**src/rtl/mc_controller_v.sv**
```systemverilog
// rtl/mc_controller_v.sv - multicycle ARM-subset control FSM with NZCV flags and condition check.
// Optional `MC_PERF_CNT_EN adds CycleCount/InstrCount performance counters.
module mc_controller_v #(
  parameter int MEM_WAIT   = 0,
  parameter int ALU_CTRL_W = 3
) (
  input  logic                  clk,
  input  logic                  reset,
  input  logic [3:0]            Cond,
  input  logic [1:0]            Op,
  input  logic [5:0]            Funct,
  input  logic [3:0]            Rd,
  input  logic [3:0]            ALUFlags,
  output logic                  PCWrite,
  output logic                  IRWrite,
  output logic                  MemWrite,
  output logic                  RegWrite,
  output logic                  AdrSrc,
  output logic [1:0]            RegSrc,
  output logic [1:0]            ALUSrcA,
  output logic [1:0]            ALUSrcB,
  output logic [1:0]            ResultSrc,
  output logic [1:0]            ImmSrc,
  output logic [ALU_CTRL_W-1:0] ALUControl
`ifdef MC_PERF_CNT_EN
  ,
  output logic [31:0]           CycleCount,
  output logic [31:0]           InstrCount
`endif
);

  if (MEM_WAIT < 0 || MEM_WAIT > 15) begin : g_mem_wait_check
    $error("mc_controller_v: MEM_WAIT must be in 0..15");
  end

  localparam logic [3:0] MEM_WAIT_C = MEM_WAIT[3:0];

  localparam logic [ALU_CTRL_W-1:0] ALU_ADD = ALU_CTRL_W'(0);
  localparam logic [ALU_CTRL_W-1:0] ALU_SUB = ALU_CTRL_W'(1);
  localparam logic [ALU_CTRL_W-1:0] ALU_AND = ALU_CTRL_W'(2);
  localparam logic [ALU_CTRL_W-1:0] ALU_ORR = ALU_CTRL_W'(3);

  typedef enum logic [3:0] {
    S_FETCH,
    S_DECODE,
    S_MEMADR,
    S_MEMREAD,
    S_MEMWB,
    S_MEMWRITE,
    S_EXECR,
    S_EXECI,
    S_ALUWB,
    S_BRANCH
  } state_t;

  state_t    r_state;
  logic [3:0] r_flags;
  logic [3:0] r_wait_cnt;
  logic       r_cond_ex;

  logic                  w_cond_live;
  logic                  w_cond_ex;
  logic [3:0]            w_cmd;
  logic                  w_is_cmp;
  logic                  w_exec_arith;
  logic [ALU_CTRL_W-1:0] w_exec_ctrl;
  logic                  w_rd_pc;
  logic                  w_to_fetch;
  logic                  w_pc_we;
  logic                  w_ir_we;
  logic                  w_mem_we;
  logic                  w_reg_we;

  always_comb begin
    w_cond_live = 1'b0;
    unique case (Cond)
      4'b0000: w_cond_live = r_flags[2];
      4'b0001: w_cond_live = ~r_flags[2];
      4'b0010: w_cond_live = r_flags[1];
      4'b0011: w_cond_live = ~r_flags[1];
      4'b0100: w_cond_live = r_flags[3];
      4'b0101: w_cond_live = ~r_flags[3];
      4'b0110: w_cond_live = r_flags[0];
      4'b0111: w_cond_live = ~r_flags[0];
      4'b1000: w_cond_live = r_flags[1] & ~r_flags[2];
      4'b1001: w_cond_live = ~r_flags[1] | r_flags[2];
      4'b1010: w_cond_live = (r_flags[3] == r_flags[0]);
      4'b1011: w_cond_live = (r_flags[3] != r_flags[0]);
      4'b1100: w_cond_live = ~r_flags[2] & (r_flags[3] == r_flags[0]);
      4'b1101: w_cond_live = r_flags[2] | (r_flags[3] != r_flags[0]);
      4'b1110: w_cond_live = 1'b1;
      default: w_cond_live = 1'b0;
    endcase
  end

  // ALUWB must see the condition as it stood before its own EXEC flag update.
  assign w_cond_ex = (r_state == S_ALUWB) ? r_cond_ex : w_cond_live;

  assign w_cmd    = Funct[4:1];
  assign w_is_cmp = (w_cmd == 4'b1010);
  assign w_rd_pc  = (Rd == 4'hF);

  always_comb begin
    w_exec_ctrl = ALU_ADD;
    case (w_cmd)
      4'b0100: w_exec_ctrl = ALU_ADD;
      4'b0010: w_exec_ctrl = ALU_SUB;
      4'b0000: w_exec_ctrl = ALU_AND;
      4'b1100: w_exec_ctrl = ALU_ORR;
      4'b1010: w_exec_ctrl = ALU_SUB;
      default: w_exec_ctrl = ALU_ADD;
    endcase
  end

  assign w_exec_arith = (w_exec_ctrl == ALU_ADD) || (w_exec_ctrl == ALU_SUB);

  assign w_to_fetch = ((r_state == S_DECODE) && (Op == 2'b11)) ||
                      ((r_state == S_MEMWRITE) && (r_wait_cnt == 4'd0)) ||
                      (((r_state == S_EXECR) || (r_state == S_EXECI)) && w_is_cmp) ||
                      (r_state == S_MEMWB) || (r_state == S_ALUWB) || (r_state == S_BRANCH);

  always_ff @(posedge clk or negedge reset) begin
    if (!reset) begin
      r_state    <= S_FETCH;
      r_flags    <= 4'b0000;
      r_wait_cnt <= 4'd0;
      r_cond_ex  <= 1'b0;
    end else begin
      r_cond_ex <= w_cond_live;
      case (r_state)
        S_FETCH: r_state <= S_DECODE;
        S_DECODE: begin
          case (Op)
            2'b01:   r_state <= S_MEMADR;
            2'b00:   r_state <= Funct[5] ? S_EXECI : S_EXECR;
            2'b10:   r_state <= S_BRANCH;
            default: r_state <= S_FETCH;
          endcase
        end
        S_MEMADR: begin
          r_wait_cnt <= MEM_WAIT_C;
          r_state    <= Funct[0] ? S_MEMREAD : S_MEMWRITE;
        end
        S_MEMREAD: begin
          if (r_wait_cnt != 4'd0) r_wait_cnt <= r_wait_cnt - 4'd1;
          else                    r_state    <= S_MEMWB;
        end
        S_MEMWRITE: begin
          if (r_wait_cnt != 4'd0) r_wait_cnt <= r_wait_cnt - 4'd1;
          else                    r_state    <= S_FETCH;
        end
        S_EXECR, S_EXECI: begin
          if (Funct[0] && w_cond_live) begin
            r_flags[3:2] <= ALUFlags[3:2];
            if (w_exec_arith) r_flags[1:0] <= ALUFlags[1:0];
          end
          r_state <= w_is_cmp ? S_FETCH : S_ALUWB;
        end
        default: r_state <= S_FETCH;
      endcase
    end
  end

  always_comb begin
    w_pc_we    = 1'b0;
    w_ir_we    = 1'b0;
    w_mem_we   = 1'b0;
    w_reg_we   = 1'b0;
    AdrSrc     = 1'b0;
    ALUSrcA    = 2'd0;
    ALUSrcB    = 2'd0;
    ResultSrc  = 2'd0;
    ALUControl = ALU_ADD;
    case (r_state)
      S_FETCH: begin
        w_ir_we   = 1'b1;
        w_pc_we   = 1'b1;
        ALUSrcA   = 2'd1;
        ALUSrcB   = 2'd2;
        ResultSrc = 2'd2;
      end
      S_DECODE: begin
        ALUSrcA   = 2'd1;
        ALUSrcB   = 2'd2;
        ResultSrc = 2'd2;
      end
      S_MEMADR: begin
        ALUSrcB    = 2'd1;
        ALUControl = Funct[3] ? ALU_ADD : ALU_SUB;
      end
      S_MEMREAD: AdrSrc = 1'b1;
      S_MEMWB: begin
        ResultSrc = 2'd1;
        w_reg_we  = w_cond_ex;
        w_pc_we   = w_cond_ex & w_rd_pc;
      end
      S_MEMWRITE: begin
        AdrSrc   = 1'b1;
        w_mem_we = w_cond_ex & (r_wait_cnt == 4'd0);
      end
      S_EXECR: ALUControl = w_exec_ctrl;
      S_EXECI: begin
        ALUSrcB    = 2'd1;
        ALUControl = w_exec_ctrl;
      end
      S_ALUWB: begin
        w_reg_we = w_cond_ex;
        w_pc_we  = w_cond_ex & w_rd_pc;
      end
      S_BRANCH: begin
        ALUSrcB   = 2'd1;
        ResultSrc = 2'd2;
        w_pc_we   = w_cond_ex;
      end
      default: ;
    endcase
  end

  // Enables are forced low for the whole time reset is held, not just at the edge.
  assign PCWrite  = w_pc_we & reset;
  assign IRWrite  = w_ir_we & reset;
  assign MemWrite = w_mem_we & reset;
  assign RegWrite = w_reg_we & reset;
  assign RegSrc   = {(Op == 2'b01), (Op == 2'b10)};
  assign ImmSrc   = Op;

`ifdef MC_PERF_CNT_EN
  logic [31:0] r_cycle_cnt;
  logic [31:0] r_instr_cnt;

  always_ff @(posedge clk or negedge reset) begin
    if (!reset) begin
      r_cycle_cnt <= 32'd0;
      r_instr_cnt <= 32'd0;
    end else begin
      r_cycle_cnt <= r_cycle_cnt + 32'd1;
      if (w_to_fetch) r_instr_cnt <= r_instr_cnt + 32'd1;
    end
  end

  assign CycleCount = r_cycle_cnt;
  assign InstrCount = r_instr_cnt;
`else
  logic w_unused_perf;
  assign w_unused_perf = w_to_fetch;
`endif

endmodule

```
**config.mk**
```make
export PLATFORM = sky130hd
export DESIGN_NAME = mc_controller_v
export DESIGN_NICKNAME = d
export VERILOG_FILES = /design/src/rtl/mc_controller_v.sv
export SDC_FILE = /design/constraint.sdc
export NUM_CORES = 1
export LEC_CHECK = 0
export BUFFER_PORTS_ARGS = -buffer_cell sky130_fd_sc_hd__buf_2
export CORE_AREA = 2 2 56 58
export DETAILED_ROUTE_END_ITERATION = 7
export DIE_AREA = 0 0 58 60
export PLACE_DENSITY = 0.68
export SYNTH_ARGS = -nofsm -noshare
export SYNTH_HDL_FRONTEND = slang
export SYNTH_SLANG_ARGS = --single-unit
```
**constraint.sdc**
```tcl
create_clock -name clk -period 5.3 [get_ports clk]
set_clock_uncertainty 0.15 [all_clocks]
set_input_delay 0.53 -clock clk [delete_from_list [all_inputs] [get_ports clk]]
set_output_delay 0.53 -clock clk [all_outputs]
set_load 0.005 [all_outputs]
```
==> results by group, run 1 <==
GRT
  • First-pass GRT wire length: 4.22 mm
  • Largest net degree at the start of global routing: 19
  • All-Layer GR Usage: 15.5%
  • Vias in the first global route: 1014
  • GR Overflow Total: 0
  • Initial antenna violation count: 0

Clock tree
  • CTS clk-pin slew, worst paths: 0.08 ns
  • Num CTS Buffers: 3
  • Root Buffer: clkbuf_4
  • Post-CTS setup buffers: 0
  • CTS resizes: 0
  • Clk_lat worst skew: 0.27 ns
  • Bufs on Longest Clock Path: 2
  • CTS H-tree depth: 1
  • CTS tree: yes
  • Hold-fix buffers at CTS: 0
  • Clk sink count: 13

Setup path
  • Worst reg2reg path endpoint: r_flags[0]$_DFFE_PN0P_
  • Crit path required time: 4.62 ns
  • R2R setup slack: 3.08 ns
  • WS Path Type: reg -> out
  • R2R cell count: 6
  • CP cell instances: xnor2_1 > mux2i_1 > o211ai_1 > a2111oi_4 > o22ai_1 > nor4b_1 > buf_2
  • Crit-path max FO: 6
  • RR Startpoint: r_flags[3]$_DFFE_PN0P_
  • CP Data Arrival Time: 2.21 ns
  • CP max-delay cell: a2111oi_4
  • Worst path max stage delay: 0.49 ns
  • Startpoint types: flop
  • Crit. End Element: output port

Synthesis
  • Synth async-reset ratio: 100%
  • Commonest cells in the netlist: dfrtp_1, nor2_1, nand2_1
  • Synth Area per Inst: 8.43 µm²
  • Synth area leader: dfrtp_1
  • Area contributors post-synth: dfrtp_1, mux2_2, mux2i_1
  • EDFF count, synth: 0
  • Most frequent cell after synthesis: dfrtp_1
  • Register area share after synthesis: 29.2%
  • Netlist cell types: 43
  • Yosys warnings: 0
  • Synthesized cell area: 1110 µm²
  • Synth Flop Type: dfrtp_1
  • Mapped Cells: 132
  • Synth Register Bits: 13
  • Post-synth top area share: 29.2%

Run status
  • Failing checks: negative hold slack
  • Status: finished with violations

Place
  • I/O Buffers: 37
  • Placed Area: 1270 µm²
  • Routability cong.: 0.972
  • Post-DP HPWL: 1.99 mm

Timing
  • Final Cycle Share: 54.5%
  • Least-Margin Pin Slew: 0.728 ns
  • # setup viols final: 0
  • Achievable Freq: 346 MHz
  • Sum of negative setup slack: 0 ns
  • Tmin final: 2.89 ns
  • Final Slew Violations: 0
  • Final hold violation count: 2
  • Max_slew headroom: 51.1%
  • Unrepaired setup endpoints after global routing: no
  • Hold_ws: -0.00217 ns

Floorplan
  • Starting Density: 38.3%
  • Die area: 3480 µm²
  • I/O pin count: 40
  • Die Span Y: 60 µm
  • Row count: 20
  • Core area: 2900 µm²
  • Die width: 58 µm

Flow run
  • Max Cap Violations: 0

Layout
  • # diodes: 0
  • Core Util, Final: 44.7%
  • Share of layout cells above drive strength 1: 30.1%
  • NumNets Final: 187
  • Design area: 1300 µm²
  • Layout area overhead: 16.6%

Routing
  • Vias: 1079
  • Post-DR wirelength/cell: 12.9 µm
  • Initial DRT Pass Iterations: 5
  • Drt total wl: 2.53 mm
  • Post-route antenna net violation count: 0
  • Via-per-instance ratio: 5.51
  • Initial drt markers: 64
  • Drt drc: 0

Power and ir drop
  • VDD IR max: 0.291 mV
  • Pleak: 0.590 nW
  • PwrDens: 384 nW/µm²
  • Total power: 0.498 mW

Hold path
  • Worst hold path type: in -> async
[power by group]
| group | internal [mW] | switching [mW] | total (mW) |
|---|---|---|---|
| Clock | 0.0292 | 0.0300 | 0.0592 |
| Combinational | 0.128 | 0.118 | 0.246 |
| Sequential | 0.125 | 0.0678 | 0.192 |
| Total | 0.282 | 0.216 | 0.498 |
[routing by layer]
layer	part of all wire [%]	vias up	global-route usage (%)
met5	0	-	0
met4	1.5	0	4.98
met3	5.3	6	3.90
met2	49	34	26.8
met1	44	512	18.8
li1	-	527	-
[metrics by stage]
stage	hold WS [ns]	worst slack, ns	std cells
final	-0.00217	2.41	196
after global routing	0.0106	2.27	196
after CTS	0.00712	2.41	196
after detailed placement	0.303	2.57	192
after global placement	0.297	2.63	192
after floorplan	0.0844	2.78	133
[layout make-up]
| cell class | instances | area (µm²) |
|---|---|---|
| inverter | 6 | 22.5 |
| tap | 33 | 41.3 |
| timing repair buffer | 37 | 185 |
| fill | 289 | 1610 |
| sequential | 13 | 325 |
| clock buffer | 4 | 26.3 |
| multi-input combinational | 103 | 697 |
[state kept, by name (all words and copies together) (netlist names)]
name        count
r_cond_ex       1
r_flags         4
r_state         4
r_wait_cnt      4
[worst max-delay path: cells and delay by family (launching register included)]
| family | cells | cell delay, ns |
|---|---|---|
| buffers and inverters | 1 | 0.15 |
| XOR/XNOR | 1 | 0.22 |
| multiplexers | 1 | 0.22 |
| flip-flops | 1 | 0.44 |
| AO/OA/AOI/OAI | 3 | 0.76 |
| AND/OR/NAND/NOR | 1 | 0.16 |
[cell families (layout without fill, tap and decap cells)]
family | count (synthesis) | after routing | share of synthesized area [%]
other | 1 | 2 | 0.337
AOI/OAI and AO/OA | 23 | 23 | 15.8
muxes | 10 | 10 | 9.56
DFF | 13 | 13 | 29.2
and+or+nand+nor | 59 | 59 | 29.2
xor gates and xnor gates | 8 | 8 | 6.30
adders and majority gates | 1 | 1 | 1.12
buffers and inverters | 17 | 47 | 8.44
[worst max path at each step]
stage	from	to	slack, ns	cells past startpoint
2_1_floorplan	Cond[2]	PCWrite	2.78	7
3_3_place_gp	Cond[2]	PCWrite	2.63	8
3_5_place_dp	Cond[0]	RegWrite	2.57	8
4_1_cts	r_flags[3]$_DFFE_PN0P_	RegWrite	2.41	7
5_1_grt	r_flags[3]$_DFFE_PN0P_	RegWrite	2.27	7
6_report	r_flags[3]$_DFFE_PN0P_	RegWrite	2.41	7
[cells in the final DEF (no fill, tap or decap), types with 2 or more instances in the layout]
cell type	n
buf_2	37
dfrtp_1	13
nor2_1	11
nand2_1	10
nor3_1	8
inv_1	6
nand3_1	6
nand2b_1	5
mux2_2	5
nor2b_1	5
mux2i_1	5
a21oi_1	5
xor2_1	5
o21ai_0	4
nor3b_1	4
xnor2_1	3
o32ai_1	3
clkbuf_4	3
nand3b_1	2
conb_1	2
Power figures use the tool's default switching activity.
==> run 2, diff against run 1 <==
- PLACE_DENSITY: 0.68 -> 0.71
- clock period: 5.3 -> 2.6 ns (I/O delays scaled with it)
==> results by group, run 2 (synthesis results as in run 1) <==
Timing
  • Tmin final: 2.52 ns
  • Final Slew Violations: 0
  • Max_slew headroom: 62.9%
  • Final hold violation count: 0
  • Unrepaired setup endpoints after global routing: yes
  • Sum of negative setup slack: 0 ns
  • Achievable Freq: 396 MHz
  • Final Cycle Share: 97.1%
  • # setup viols final: 0
  • Least-Margin Pin Slew: 0.557 ns

Layout
  • Share of layout cells above drive strength 1: 35.1%
  • NumNets Final: 192
  • Commonest non-fill, non-tap cell in the layout: buf_2
  • Layout area overhead: 22.5%
  • Largest regs: r_flags: 4 flops, r_state: 4 flops, r_wait_cnt: 4 flops
  • # diodes: 0
  • Commonest cells after routing, fill and taps aside: buf_2, nor2_1, dfrtp_1
  • Reg area: 328 µm²
  • Multi-input gate area: 719 µm²
  • Fillers: 296
  • Design area: 1360 µm²

Setup path
  • R2R cell count: 8
  • Worst path max stage delay: 0.46 ns
  • Crit-path max FO: 6
  • CP max-delay cell: dfrtp_2
  • CP cell instances: xnor2_2 > mux2i_1 > o211ai_1 > a2111oi_4 > o22ai_1 > nor4b_2 > buf_2
  • R2R setup slack: 0.29 ns
  • WS Path Type: reg -> out
  • Crit path required time: 2.19 ns
  • CP Data Arrival Time: 2.11 ns
  • Startpoint types: flop
  • Worst reg2reg path endpoint: r_flags[3]$_DFFE_PN0P_
  • RR Startpoint: r_flags[3]$_DFFE_PN0P_
  • Crit. End Element: output port

Power and ir drop
  • Psw: 0.458 mW
  • Switching share of power: 43.1%
  • Gate power share: 50.5%
  • PwrDens: 781 nW/µm²
  • Seq pwr share: 37.9%
  • Pleak: 0.617 nW
  • VDD IR max: 0.557 mV
  • Clock group share of total power: 11.6%
  • Internal power: 0.606 mW

GRT
  • Initial antenna violation count: 0
  • GR Overflow Total: 0
  • Vias in the first global route: 996
  • Largest net degree at the start of global routing: 19
  • First-pass GRT wire length: 4.27 mm
  • All-Layer GR Usage: 15.7%

Floorplan
  • Die width: 58 µm
  • Die area: 3480 µm²
  • Row count: 20
  • Starting Density: 38.3%
  • I/O pin count: 40
  • Die Span Y: 60 µm
  • Core area: 2900 µm²

Run status
  • Status: completed

Routing
  • Drt total wl: 2.60 mm
  • Post-DR wirelength/cell: 12.9 µm
  • Initial drt markers: 31
  • Vias: 1082
  • Initial DRT Pass Iterations: 4
  • Drt drc: 0
  • Post-route antenna net violation count: 0
  • Via-per-instance ratio: 5.38

Clock tree
  • Root Buffer: clkbuf_4
  • CTS clk-pin slew, worst paths: 0.08 ns
  • Clk sink count: 13
  • Num CTS Buffers: 3
  • Clk_lat worst skew: 0.27 ns
  • Bufs on Longest Clock Path: 2
  • CTS H-tree depth: 1
  • CTS tree: yes

Hold path
  • Hold Startpoint: ALUFlags[2]
  • Hold-critical path depth: 2
  • Worst hold path type: in -> reg
  • Min-Delay Endpoint: r_flags[2]$_DFFE_PN0P_

Place
  • Routability cong.: 0.823
  • Placed Area: 1280 µm²
  • I/O Buffers: 37
  • Post-DP HPWL: 1.98 mm

Flow run
  • Max Cap Violations: 0
[run 2: critical path, delay by kind of cell (launching register included)]
kind | cells | cell delay, ns
AOI/OAI and AO/OA | 3 | 0.67
xor gates and xnor gates | 1 | 0.17
buffers and inverters | 1 | 0.15
DFF | 1 | 0.46
muxes | 1 | 0.21
and+or+nand+nor | 1 | 0.17
[run 2: routing by layer]
metal	wire length [µm]	vias up	share of wire, %	GRT usage (%)
met3	125	0	4.8	4.55
met1	1110	514	43	19.8
li1	-	540	-	-
met2	1370	28	53	26.8
met5	0	-	0	0
met4	0	0	0	2.99
[run 2: through the flow]
step	instances	hold slack [ns]	power (mW)	setup slack [ns]	util (%)
after global placement	193	0.0195	0.873	0.397	44.1
after detailed placement	193	0.0287	0.896	0.295	44.1
after global routing	201	0.0573	1.16	-0.0578	46.9
final	201	0.0637	1.06	0.0765	46.9
after floorplan	133	-0.186	0.737	0.574	-
after CTS	199	0.0618	1.03	0.00720	45.6
[run 2: area by class of cell]
type	count	area share [%]
multi-input combinational	103	52.8
sequential	13	24.1
timing repair buffer	42	16.5
tap	33	3.03
clock buffer	4	1.93
inverter	6	1.65
[run 2: power by group through the flow]
stage | Clock (mW) | Sequential [mW] | Combinational, mW
2_1_floorplan | 0 | 0.292 | 0.444
3_3_place_gp | 0 | 0.389 | 0.484
3_5_place_dp | 0 | 0.396 | 0.501
4_1_cts | 0.129 | 0.392 | 0.512
5_1_grt | 0.138 | 0.415 | 0.604
6_report | 0.124 | 0.403 | 0.537
[run 2: repair_timing]
action	CTS	global route
pin swaps	1	1
hold buffers	1	0
endpoints found under the setup margin	1	2
buffers inserted	1	2
resized for setup	1	5
hold endpoints to repair	13	0
[run 2: worst max path at each step]
stage	to	cells past startpoint	startpoint	slack [ns]
after global routing	RegWrite	7	r_flags[3]$_DFFE_PN0P_	-0.06
after floorplan	r_flags[2]$_DFFE_PN0P_	7	Cond[2]	0.57
after global placement	RegWrite	7	r_flags[3]$_DFFE_PN0P_	0.40
after detailed placement	RegWrite	7	r_flags[3]$_DFFE_PN0P_	0.30
after CTS	RegWrite	7	r_flags[3]$_DFFE_PN0P_	0.007
final	RegWrite	7	r_flags[3]$_DFFE_PN0P_	0.08
==> run 3, diff against run 2 <==
- BUFFER_PORTS_ARGS: -buffer_cell sky130_fd_sc_hd__buf_2 -> default
- DONT_BUFFER_PORTS: default -> 1
- PLACE_DENSITY: 0.71 -> 0.58
==> results by group, run 3 (synthesis results as in run 1) <==
Layout
  • Commonest non-fill, non-tap cell in the layout: dfrtp_1
  • Commonest cells after routing, fill and taps aside: dfrtp_1, nor2_1, nand2_1
  • Share of layout cells above drive strength 1: 10.6%
  • Multi-input gate area: 704 µm²
  • Fillers: 309
  • Reg area: 325 µm²
  • Design area: 1180 µm²
  • Largest regs: r_flags: 4 flops, r_state: 4 flops, r_wait_cnt: 4 flops
  • Final Non-Filler Cells: 165
  • Layout area overhead: 5.85%
  • # diodes: 0
  • NumNets Final: 156

Routing
  • Initial DRT Pass Iterations: 4
  • Post-route antenna net violation count: 0
  • Drt drc: 0
  • Post-DR wirelength/cell: 15.0 µm
  • Vias: 932
  • Drt total wl: 2.47 mm
  • Via-per-instance ratio: 5.65
  • Initial drt markers: 35

GRT
  • Vias in the first global route: 881
  • Largest net degree at the start of global routing: 19
  • First-pass GRT wire length: 4.11 mm
  • GR Overflow Total: 0
  • All-Layer GR Usage: 15.6%
  • Initial antenna violation count: 0

Power and ir drop
  • Psw: 0.418 mW
  • Switching share of power: 44.9%
  • Seq pwr share: 42.3%
  • Gate power share: 44.4%
  • Clock group share of total power: 13.3%
  • VDD IR max: 0.462 mV
  • Internal power: 0.513 mW
  • Pleak: 0.459 nW
  • PwrDens: 791 nW/µm²

Place
  • I/O Buffers: 0
  • Post-DP HPWL: 1.86 mm
  • Post-Place Cells: 156
  • Routability cong.: 0.746
  • Placed Area: 1090 µm²

Timing
  • # setup viols final: 0
  • Final hold violation count: 0
  • Unrepaired setup endpoints after global routing: no
  • Sum of negative setup slack: 0 ns
  • Tmin final: 2.50 ns
  • Max_slew headroom: 59.2%
  • Achievable Freq: 400 MHz
  • Hold_ws: 0.0647 ns
  • Final Slew Violations: 0
  • Final Cycle Share: 96.2%
  • Least-Margin Pin Slew: 0.610 ns

Clock tree
  • CTS clk-pin slew, worst paths: 0.08 ns
  • CTS tree: yes
  • CTS H-tree depth: 1
  • Clk sink count: 13
  • Root Buffer: clkbuf_4
  • Bufs on Longest Clock Path: 2
  • Num CTS Buffers: 3
  • Clk_lat worst skew: 0.27 ns

Floorplan
  • Starting Density: 38.3%
  • Row count: 20
  • Die width: 58 µm
  • Die area: 3480 µm²
  • Core area: 2900 µm²
  • I/O pin count: 40
  • Die Span Y: 60 µm

Setup path
  • Crit path required time: 2.19 ns
  • WS Path Type: reg -> out
  • Crit. End Element: output port
  • CP cell instances: xnor2_1 > mux2i_1 > o211ai_1 > a2111oi_4 > o22ai_1 > nor4b_1
  • CP Data Arrival Time: 2.09 ns
  • Startpoint types: flop
  • Crit-path max FO: 6
  • CP max-delay cell: a2111oi_4
  • Worst path max stage delay: 0.47 ns

Flow run
  • Max Cap Violations: 0

Hold path
  • Worst hold path type: in -> reg

Run status
  • Status: completed
[run 3: cell count changes in the layout (fill, tap and decap cells not counted), sizes merged]
| cell | delta |
|---|---|
| dlygate4sd3 | +4 |
| buf | -40 |
[run 3: timing repair]
item,4_1_cts,5_1_grt
hold buffers,5,0
setup buffers,0,0
gates resized for setup,0,1
endpoints found under the setup margin,0,1
endpoints found under the hold margin,17,0
[run 3: final timing paths]
check / start / to / slack (ns) / cells past startpoint
max in group asynchronous: reset / r_state[1]$_DFFE_PN0P_ / 1.62 / 1
min: Op[0] / r_state[3]$_DFFE_PN0P_ / 0.06 / 3
min reg2reg: r_wait_cnt[0]$_DFFE_PN0P_ / r_wait_cnt[0]$_DFFE_PN0P_ / 0.37 / 1
max: r_flags[3]$_DFFE_PN0P_ / RegWrite / 0.1 / 6
max reg2reg: r_flags[3]$_DFFE_PN0P_ / r_flags[3]$_DFFE_PN0P_ / 0.37 / 6
min in group asynchronous: reset / r_state[3]$_DFFE_PN0P_ / 0.28 / 1
[run 3: power by group through the flow]
| stage | Clock, mW | Sequential, mW | Combinational, mW |
|---|---|---|---|
| 2_1_floorplan | 0 | 0.292 | 0.444 |
| 3_3_place_gp | 0 | 0.393 | 0.392 |
| 3_5_place_dp | 0 | 0.395 | 0.401 |
| 4_1_cts | 0.129 | 0.391 | 0.413 |
| 5_1_grt | 0.136 | 0.412 | 0.462 |
| 6_report | 0.124 | 0.394 | 0.413 |
[run 3: layout make-up]
type / count / area share (%)
multi-input combinational: 103 / 59.8
clock buffer: 4 / 2.23
inverter: 6 / 1.91
timing repair buffer: 6 / 4.89
sequential: 13 / 27.6
tap: 33 / 3.51
[run 3: routing by layer]
metal  vias up  track usage, %  wire length (µm)
met5         -               0                 0
met3         4            4.11               151
met1       439            19.2              1060
li1        463               -                 -
met2        26            26.0              1220
met4         0            5.98                32
[run 3: metrics by stage]
step           util [%]  total power [mW]  setup slack [ns]
3_5_place_dp       37.7             0.795             0.372
6_report           40.6             0.931            0.0986
2_1_floorplan         -             0.737             0.574
4_1_cts            40.3             0.933             0.129
5_1_grt            40.6              1.01            0.0120
3_3_place_gp       37.7             0.785             0.404
[run 3: critical path, delay by kind of cell, from the launching register on]
family                    cells  cell delay (ns)
AOI/OAI and AO/OA             3             0.73
DFF                           1             0.45
muxes                         1             0.24
xor gates and xnor gates      1             0.22
and+or+nand+nor               1             0.18
